--- src/rtl/cov_result_collector.sv ---
// Result collector for the covariance systolic array.
// Captures PE result words by (row, col) while idle, then drains the N x N
// matrix row-major over a valid/ready stream after frame_done.
// Optional build macro: COV_SYMM_MIRROR_EN stores only the upper triangle
// and serves lower-triangle reads from the transposed entry.
module cov_result_collector #(
  parameter int unsigned N      = 2,
  parameter int unsigned DATA_W = 16
) (
  input  logic              clk,
  input  logic              rst,
  input  logic              cap_en,
  input  logic [1:0]        cap_row,
  input  logic [1:0]        cap_col,
  input  logic [DATA_W-1:0] cap_data,
  input  logic              frame_done,
  output logic [DATA_W-1:0] out_data,
  output logic [1:0]        out_row,
  output logic [1:0]        out_col,
  output logic              out_valid,
  input  logic              out_ready,
  output logic              out_last,
  output logic              busy,
  output logic              overflow
);

  localparam int unsigned DEPTH  = N * N;
  localparam int unsigned ADDR_W = 4;
  localparam logic [1:0]  LAST_IDX = 2'(N - 1);
  localparam logic [2:0]  N_EXT    = 3'(N);

  localparam logic [0:0] ST_IDLE  = 1'b0;
  localparam logic [0:0] ST_DRAIN = 1'b1;

  logic [0:0]        state_q, state_d;
  logic [1:0]        row_q, row_d;
  logic [1:0]        col_q, col_d;
  logic              overflow_q, overflow_d;
  logic [DATA_W-1:0] mem_q [DEPTH];
  logic [DATA_W-1:0] mem_d [DEPTH];

  logic              in_range;
  logic              wr_keep;
  logic              wr_en;
  logic [ADDR_W-1:0] wr_addr;
  logic              at_last;
  logic [1:0]        rd_row, rd_col;
  logic [ADDR_W-1:0] rd_addr;
  logic [DATA_W-1:0] rd_data;

  // Capture address decode and symmetric-store filtering
  always_comb begin
    in_range = ({1'b0, cap_row} < N_EXT) && ({1'b0, cap_col} < N_EXT);
`ifdef COV_SYMM_MIRROR_EN
    wr_keep  = (cap_row <= cap_col);
`else
    wr_keep  = 1'b1;
`endif
    wr_addr  = ADDR_W'(cap_row) * ADDR_W'(N) + ADDR_W'(cap_col);
    at_last  = (row_q == LAST_IDX) && (col_q == LAST_IDX);
  end

  // Drain read address (lower triangle folds onto upper when mirrored) and mux
  always_comb begin
    rd_row = row_q;
    rd_col = col_q;
`ifdef COV_SYMM_MIRROR_EN
    if (row_q > col_q) begin
      rd_row = col_q;
      rd_col = row_q;
    end
`endif
    rd_addr = ADDR_W'(rd_row) * ADDR_W'(N) + ADDR_W'(rd_col);
    rd_data = '0;
    for (int i = 0; i < DEPTH; i++) begin
      if (rd_addr == ADDR_W'(i)) rd_data = mem_q[i];
    end
  end

  // Next-state: capture/overflow in IDLE, pointer walk in DRAIN
  always_comb begin
    state_d    = state_q;
    row_d      = row_q;
    col_d      = col_q;
    overflow_d = overflow_q;
    wr_en      = 1'b0;
    mem_d      = mem_q;

    case (state_q)
      ST_IDLE: begin
        if (cap_en) begin
          if (!in_range) overflow_d = 1'b1;
          else if (wr_keep) wr_en = 1'b1;
        end
        if (frame_done) begin
          state_d = ST_DRAIN;
          row_d   = '0;
          col_d   = '0;
        end
      end
      ST_DRAIN: begin
        if (cap_en || frame_done) overflow_d = 1'b1;
        if (out_ready) begin
          if (at_last) begin
            state_d = ST_IDLE;
            row_d   = '0;
            col_d   = '0;
          end else if (col_q == LAST_IDX) begin
            col_d = '0;
            row_d = row_q + 2'd1;
          end else begin
            col_d = col_q + 2'd1;
          end
        end
      end
      default: begin
        state_d = ST_IDLE;
        row_d   = '0;
        col_d   = '0;
      end
    endcase

    for (int i = 0; i < DEPTH; i++) begin
      if (wr_en && (wr_addr == ADDR_W'(i))) mem_d[i] = cap_data;
    end
  end

  // State, pointer, sticky flag and matrix storage
  always_ff @(posedge clk or posedge rst) begin
    if (rst) begin
      state_q    <= ST_IDLE;
      row_q      <= '0;
      col_q      <= '0;
      overflow_q <= 1'b0;
      for (int i = 0; i < DEPTH; i++) mem_q[i] <= '0;
    end else begin
      state_q    <= state_d;
      row_q      <= row_d;
      col_q      <= col_d;
      overflow_q <= overflow_d;
      for (int i = 0; i < DEPTH; i++) mem_q[i] <= mem_d[i];
    end
  end

  // Outputs decoded from registered state and pointer only
  assign busy      = (state_q == ST_DRAIN);
  assign out_valid = busy;
  assign out_last  = busy && at_last;
  assign out_data  = busy ? rd_data : '0;
  assign out_row   = row_q;
  assign out_col   = col_q;
  assign overflow  = overflow_q;

endmodule

--- config.mk ---
export PLATFORM = sky130hd
export DESIGN_NAME = cov_result_collector
export DESIGN_NICKNAME = d
export VERILOG_FILES = /design/src/rtl/cov_result_collector.sv
export SDC_FILE = /design/constraint.sdc
export NUM_CORES = 1
export LEC_CHECK = 0
export ABC_AREA = 0
export CORE_UTILIZATION = 63
export DETAILED_ROUTE_END_ITERATION = 8
export DONT_BUFFER_PORTS = 1
export PLACE_DENSITY = 0.82
export SYNTH_ARGS = -nofsm -noshare
export SYNTH_HDL_FRONTEND = slang
export SYNTH_SLANG_ARGS = --single-unit
--- constraint.sdc ---
create_clock -name clk -period 2.8 [get_ports clk]
set_input_delay 0.7 -clock clk [delete_from_list [all_inputs] [get_ports clk]]
set_output_delay 0.7 -clock clk [all_outputs]
set_load 0.02 [all_outputs]
==> summary.txt <==
Outcome
  – Status: complete, no violations

Clock network
  – CTS clk-pin slew, worst paths: approximately 0.07 ns
  – Clk sinks: 70
  – Clock root cell: clkbuf_8
  – Later-pin clock latency in the skew report: 0.34 ns
  – Hold buffer count at CTS: 0
  – CTS tree: done
  – CTS H-tree depth: 3
  – Clock buffer depth: 2
  – TritonCTS buffer count: 9

Detailed routing
  – Number of vias per cell: 6.176
  – Total number of vias: 2001
  – Initial DRC count: 110
  – Drt wl/cell: about 20 um
  – Final ANT Viol Nets: 0
  – Final WL: between 6000 and 7000 um
  – DR pass1 iterations: 4
  – Remaining DRCs: 0

Finish
  – Syn-to-layout area delta: 7.430%
  – FF/Latch Area: approximately 1800 um^2
  – Most frequent cells in the layout: mux2_2 (96), dfrtp_1 (70), nor2_1 (19)
  – Ant. Diodes: 0
  – Combined area of the multi-input logic cells: 1486 um^2
  – Nets: 277
  – Fin cells: 324
  – Share of cells above drive strength 1: 48.43%
  – Fillers: 370
  – Commonest non-fill, non-tap cell in the layout: mux2_2

Yosys
  – Syn avg cell area: 13.55 um^2
  – Number of synthesized register bits: 70
  – Cell Area, Synth: 3334 um^2
  – Cells after synthesis: 246
  – YS warnings: 0
  – Unique masters post-synth: 29
  – Post-synthesis sequential area ratio: between 50% and 60%
  – Synth Net Count: about 270

Timing
  – Max Fclk: 0.3825 GHz
  – Tcrit/Tclk final: 93.38%
  – Clk_skew: 0.004579 ns
  – Worst hold slack: between 0.3 and 0.4 ns
  – Final Max Tran Viols: 0
  – RSZ-0062 raised after global routing: false
  – Worst-Margin Slew: 0.6160 ns
  – Post-layout min period: 2.615 ns
  – Rel. slew slack: 58.87%
  – Setup TNS: 0 ns
  – Final hold viol count: 0
  – Endpoints failing setup: 0

Floorplanning
  – Total core area: between 5000 and 6000 um^2
  – Initial Util: 65.29%
  – Row count: 26
  – Die area: 5588 um^2
  – Io pins: 49
  – Chip height: 74.75 um
  – Chip Width: 74.75 um

Power and ir drop
  – Sw Ratio: 35.05%
  – Share of power burned in registers: 41.5%
  – Clock network power share: 21.5%
  – Cell Pwr Density: 919.6 nW/um^2
  – Worst VDD drop: 0.5801 mV
  – Internal power: 2.140 mW
  – Gate power share: a little under two fifths
  – Leakage: 1.771 nW
  – Sw Pwr: 1.155 mW

Global routing
  – First-pass GRT wire length: roughly 10000 um
  – Largest net degree at the start of global routing: 40
  – Global Route Usage Sum: 25.20%
  – Initial antenna violation count: 0
  – Vias in the first global route: 1988
  – Gr ovfl total: 0

Worst setup path
  – Critical-path cell list: ha_1 -> or3b_4 -> o22ai_1 -> nor2_1
  – CP Max Fanout: 16
  – CP Launch Type: flip-flop
  – Worst endpoint required time: 2.10 ns
  – Worst path slowest cell: or3b_4
  – Worst Path Buf+Inv: 0
  – Critical path type: reg -> out
  – Crit path DAT: around 1.9 ns
  – Delay-heaviest family, CP: simple AND/OR/NAND/NOR gates
  – Crit-path max cell delay: approximately 0.4 ns
  – Crit end category: output pin

Placement
  – Detail Placement HPWL: 4096 um
  – Inst Count DP: 309
  – GPL Wtd Cong: between 0.7 and 0.8
  – Port Buffer Count: 0

Min path
  – Hold Crit Class: in -> async

Flow run
  – Max Cap Viol: 0
==> power by group through the flow <==
| stage | sequential [mW] | clock [mW] | combinational, mW |
|---|---|---|---|
| after floorplan | 1.37 | 0 | 1.01 |
| after global placement | 1.37 | 0 | 1.19 |
| after detailed placement | 1.39 | 0 | 1.21 |
| after CTS | 1.37 | 0.722 | 1.21 |
| after global routing | 1.39 | 0.764 | 1.31 |
| final | 1.37 | 0.710 | 1.22 |
==> worst paths after layout <==
path                                              from  slack, ns  depth (start not counted)                     to
worst max-delay path            out_row[0]$_DFFE_PP0P_       0.19                          4            out_data[2]
worst min-delay path                               rst       0.31                          1   overflow$_DFFE_PP0P_
worst max register to register          busy$_DFF_PP0_       0.80                          4  mem_q[14]$_DFFE_PP0P_
worst min register to register   mem_q[26]$_DFFE_PP0P_       0.50                          1  mem_q[26]$_DFFE_PP0P_
max in group asynchronous                          rst       1.78                          2  mem_q[16]$_DFFE_PP0P_
min in group clk                             out_ready       0.44                          1         busy$_DFF_PP0_
==> per-layer routing <==
metal  track usage (%)  vias to the layer above  part of all wire, %
met5                 0                        -                    0
met3             7.898                        9                  6.2
met1             32.55                     1016                   44
li1                  -                      905                    -
met4             11.53                        0                  1.8
met2             39.24                       71                   48
==> registers in the layout (all words and copies together), names as in the netlist <==
signal,flops
busy,1
mem_q,64
out_col,2
out_row,2
overflow,1
==> synthesized netlist by cell type <==
cell type,instances,share of area [%]
mux2_2,96,32
a22o_1,1,0.26
nand3_4,1,0.53
clkbuf_1,5,0.56
inv_1,1,0.11
a31oi_1,1,0.19
nand2_2,1,0.19
nand2b_1,2,0.38
buf_2,4,0.60
and4b_1,1,0.30
nor3_1,1,0.15
buf_6,3,1.0
nand2_1,5,0.56
o21a_1,1,0.23
xnor2_1,1,0.26
a21oi_1,1,0.15
nand3b_1,1,0.23
o22ai_1,17,3.2
a41oi_1,1,0.26
or3b_2,1,0.26
nand3_2,1,0.30
nor2b_1,2,0.38
dfrtp_1,70,53
nor4b_4,1,0.71
buf_4,3,0.68
ha_1,2,0.75
o21ai_0,2,0.30
and4bb_2,1,0.38
nor2_1,19,2.1
==> per-stage QoR <==
stage               setup WS, ns  power (mW)  area [um^2]  util (%)
floorplan                 0.2310       2.378         3334         -
global placement          0.4779       2.554         3412     66.81
detailed placement        0.4287       2.595         3412     66.81
CTS                      0.04609       3.303         3580     70.09
global route             0.06579       3.472         3582     70.14
finish                    0.1855       3.294         3582     70.14
==> cell type report <==
type / instances / share of cell area [%]
sequential: 70 / 48.90
multi-input combinational: 160 / 41.50
clock buffer: 14 / 4.541
tap: 70 / 2.445
timing repair buffer: 8 / 2.375
clock inverter: 1 / 0.1397
inverter: 1 / 0.1048
==> repair_timing <==
item	4_1_cts	5_1_grt
gates resized for setup	0	1
endpoints found under the hold margin	0	0
setup buffers	0	0
endpoints found under the setup margin	0	13
==> kinds of logic (layout without fill, tap and decap cells) <==
kind of cell / after synthesis / count (layout) / synth area share [%]
XOR/XNOR: 1 / 1 / 0.2627
AO/OA/AOI/OAI: 24 / 24 / 4.578
buffers and inverters: 16 / 24 / 2.964
adder cells (fa/ha/maj): 2 / 2 / 0.7503
flip-flops: 70 / 70 / 52.53
AND/OR/NAND/NOR: 37 / 37 / 6.492
multiplexers: 96 / 96 / 32.42
No activity file was read; power rests on OpenSTA's default activity.
